File: src/rtl/button_debouncer.sv
// Synchronises a bouncing button level and qualifies each change over STABLE_TICKS tick samples.
// State encoding puts clean_out and busy directly on the state register bits.
module button_debouncer #(
    parameter int SYNC_STAGES  = 2,
    parameter int STABLE_TICKS = 4,
    parameter int CNT_W        = 3
) (
    input  logic clk,
    input  logic rst,
    input  logic tick,
    input  logic noisy_in,
    output logic clean_out,
    output logic busy
);

    // bit[1] = clean level, bit[0] = qualification in progress
    typedef enum logic [1:0] {
        LOW       = 2'b00,
        RISE_WAIT = 2'b01,
        HIGH      = 2'b10,
        FALL_WAIT = 2'b11
    } state_t;

    localparam logic [CNT_W-1:0] LAST_CNT = CNT_W'(STABLE_TICKS - 1);
    localparam logic [CNT_W-1:0] ONE_CNT  = CNT_W'(1);

    logic [SYNC_STAGES-1:0] sync_q, sync_d;
    state_t                 state_q, state_d;
    logic [CNT_W-1:0]       cnt_q, cnt_d;
    logic                   s;

    assign sync_d = {sync_q[SYNC_STAGES-2:0], noisy_in};
    assign s      = sync_q[SYNC_STAGES-1];

    always_ff @(posedge clk) begin
        if (rst) begin
            sync_q  <= '0;
            state_q <= LOW;
            cnt_q   <= '0;
        end else begin
            sync_q  <= sync_d;
            state_q <= state_d;
            cnt_q   <= cnt_d;
        end
    end

    always_comb begin
        state_d = state_q;
        cnt_d   = cnt_q;
        if (tick) begin
            case (state_q)
                LOW: begin
                    if (s) begin
                        if (STABLE_TICKS == 1) begin
                            state_d = HIGH;
                        end else begin
                            state_d = RISE_WAIT;
                            cnt_d   = ONE_CNT;
                        end
                    end
                end
                RISE_WAIT: begin
                    if (!s) begin
                        state_d = LOW;
                        cnt_d   = '0;
                    end else if (cnt_q == LAST_CNT) begin
                        state_d = HIGH;
                        cnt_d   = '0;
                    end else begin
                        cnt_d = cnt_q + ONE_CNT;
                    end
                end
                HIGH: begin
                    if (!s) begin
                        if (STABLE_TICKS == 1) begin
                            state_d = LOW;
                        end else begin
                            state_d = FALL_WAIT;
                            cnt_d   = ONE_CNT;
                        end
                    end
                end
                FALL_WAIT: begin
                    if (s) begin
                        state_d = HIGH;
                        cnt_d   = '0;
                    end else if (cnt_q == LAST_CNT) begin
                        state_d = LOW;
                        cnt_d   = '0;
                    end else begin
                        cnt_d = cnt_q + ONE_CNT;
                    end
                end
            endcase
        end
    end

    assign clean_out = state_q[1];
    assign busy      = state_q[0];

endmodule

File: config.mk
export PLATFORM = sky130hd
export DESIGN_NAME = button_debouncer
export DESIGN_NICKNAME = d
export VERILOG_FILES = /design/src/rtl/button_debouncer.sv
export SDC_FILE = /design/constraint.sdc
export NUM_CORES = 1
export LEC_CHECK = 0
export CAP_MARGIN = 20
export CORE_AREA = 2 2 39 41
export DETAILED_ROUTE_END_ITERATION = 8
export DIE_AREA = 0 0 41 43
export PLACE_DENSITY = 0.5
export RECOVER_POWER = 25
export SLEW_MARGIN = 20
export SYNTH_ARGS = -nofsm -noshare
export SYNTH_HDL_FRONTEND = slang
export SYNTH_SLANG_ARGS = --single-unit
File: constraint.sdc
create_clock -name clk -period 1.9 [get_ports clk]
set_input_delay 0.38 -clock clk [delete_from_list [all_inputs] [get_ports clk]]
set_output_delay 0.38 -clock clk [all_outputs]
set_load 0.005 [all_outputs]
==> flow_metrics.py <==
metrics = {
    "drt": {
        "drt-total-wl_um": 572,
        "avgRoutedWirePerCell_um": 10.0,
        "dr.pass1.iters": 2,
        "drcViolationCount": 0,
        "vias": 261,
        "antenna_left": 0,
        "via_per_inst": 4.58,
        "drt_iter0_markers": 1,
    },
    "critical_path": {
        "slowest_delay_ps": 550,
        "cp_top_family": "buffers and inverters",
        "crit_type": "flop to primary output",
        "cp_slowest_cell": "clkdlybuf4s50_1",
        "cp.required_ps": 1520,
        "cp_cell_sequence": "clkdlybuf4s50_1",
        "critical_path_arrival_ps": 1240,
        "worst_setup_path_start_kind": "flop",
        "endpoint_kind": "primary output",
        "crit_fanout": 8,
        "path_buf_inv": 1,
    },
    "sta": {
        "finalCriticalPeriod_ps": 1620,
        "rsz0062_at_grt": "no",
        "worstMarginPinSlew_ps": 262,
        "fmax_mhz": 618,
        "hold_violations": 0,
        "finalMaxSlewViolations": 0,
        "finalCritPeriodShare": 0.852,
        "fin_skew_ps": 1.74,
        "slew_headroom": 0.825,
        "setup_viol": 0,
        "tns_ps": 0,
    },
    "die": {
        "io_pins": 6,
        "die-width_um": 41,
        "rows": 14,
        "initial_utilization": 0.229,
        "die_y_um": 43,
        "coreArea_sq_um": 1380,
        "die_area_sq_um": 1760,
    },
    "synth": {
        "ys_warn_count": 0,
        "syn-num-nets": 37,
        "synth_cell_types": 19,
        "syn_area_sq_um": 317,
        "syn-instance-count": 32,
        "ys_async_sr_fraction": 0,
        "synth.ff_latch_count": 7,
        "avgSynthCellArea_sq_um": 9.89,
        "synth_edf_count": 0,
        "ys_seq_area_frac": 0.443,
        "ys.flop_type": "dfxtp_1",
    },
    "clock_network": {
        "root_buffer": "clkbuf_4",
        "cts_buffers": 3,
        "path_clk_slew_ps": 50,
        "postCtsSetupBuffers": 0,
        "clk_latency_ps": 240,
        "cts_resized": 0,
        "cts.sinks": 7,
        "htree_levels": 1,
        "cts.path.max_buffers": 2,
        "cts_tree": "done",
        "cts_hold_buf": 0,
    },
    "run": {
        "cap_violations": 0,
    },
    "hold_path": {
        "hp-class": "flop to flop",
    },
    "final_layout": {
        "final_nets": 47,
        "drive_gt1_frac": 0.122,
        "area_delta_synth_final_pct": 30.4,
        "diodes": 0,
        "stdcell_count": 57,
    },
    "place": {
        "placedCellCount": 53,
        "post-dp-hpwl_um": 469,
        "gp_congestion": 0.738,
        "port_buffers": 5,
    },
    "power": {
        "power.total_uw": 300,
        "worst_ir_drop_vdd_v": 0.000255,
        "power_density_nw_per_um2": 727,
        "leakage_nw": 0.151,
    },
    "grt": {
        "grt_pass1_vias": 279,
        "grt_max_degree": 9,
        "antenna_found_initial": 0,
        "grt_pass1_wl_um": 993,
        "grt_use_total": 0.0848,
        "grt-ovfl-total": 0,
    },
    "outcome": {
        "outcome": "completed",
    },
}
-- layout make-up --
cell class                      count  area, sq um
Sequential cell                     7          140
Fill cell                         148          971
Timing Repair Buffer                5         50.0
Clock buffer                        4         26.3
Inverter                            1         3.75
Multi-Input combinational cell     24          173
Tap cell                           16         20.0
-- logic make-up after synthesis --
kind of cell / after synthesis / synth area share
and+or+nand+nor: 13 / 0.253
AOI/OAI and AO/OA: 8 / 0.170
DFF: 7 / 0.443
xor gates and xnor gates: 1 / 0.0514
buffers and inverters: 1 / 0.0118
muxes: 1 / 0.0316
adders and majority gates: 1 / 0.0395
-- power by group --
| group | leakage, nW | total (mW) | internal (mW) | switching (mW) |
|---|---|---|---|---|
| clock network | 0.0150 | 0.128 | 0.0797 | 0.0487 |
| logic | 0.0794 | 0.0189 | 0.0108 | 0.00811 |
| registers | 0.0569 | 0.153 | 0.150 | 0.00262 |
| total | 0.151 | 0.300 | 0.241 | 0.0594 |
-- per-layer routing --
layer	share of wire	wire length, um	GRT usage	up-vias
li1	-	-	-	131
met1	0.37	213	0.0754	125
met2	0.56	321	0.141	5
met3	0.065	37	0.0209	0
met4	0	0	0.0800	0
met5	0	0	0	-
-- synthesized netlist by cell type, types with 2 or more instances --
| master | number | share of area |
|---|---|---|
| nand2b_1 | 4 | 0.079 |
| nor2b_1 | 2 | 0.040 |
| dfxtp_1 | 7 | 0.44 |
| nand3b_1 | 2 | 0.047 |
| a21oi_1 | 3 | 0.047 |
-- placed cells by master (no fill, tap or decap), drive strengths merged --
master         count
nand3b             2
mux2i              1
inv                1
dlygate4sd3        1
nor2               1
nand2b             4
xor2               1
a211oi             1
dfxtp              7
nand3              1
nand4b             1
and3               1
nor2b              2
o21ai              1
a31oi              1
clkbuf             4
nand2              1
o21a               1
a21oi              3
o211ai             1
ha                 1
clkdlybuf4s50      4
-- worst paths after layout --
check,startpoint,endpoint,slack [ps],depth (start not counted)
worst max register to register,cnt_q[0],cnt_q[0],810,4
worst min-delay path,sync_q[0],sync_q[1],450,1
worst min register to register,sync_q[0],sync_q[1],450,1
worst max-delay path,state_q[0],busy,280,1
-- through the flow --
| stage | setup WS, ps | cell area (sq um) | hold slack [ps] | utilization |
|---|---|---|---|---|
| after global placement | 464 | 387 | 449 | 0.279 |
| after global routing | 185 | 413 | 456 | 0.298 |
| after detailed placement | 409 | 387 | 441 | 0.279 |
| after CTS | 252 | 413 | 455 | 0.298 |
| after floorplan | 916 | 317 | 414 | - |
| final | 281 | 413 | 445 | 0.298 |
Note: power is estimated with default switching activity, not from simulation.
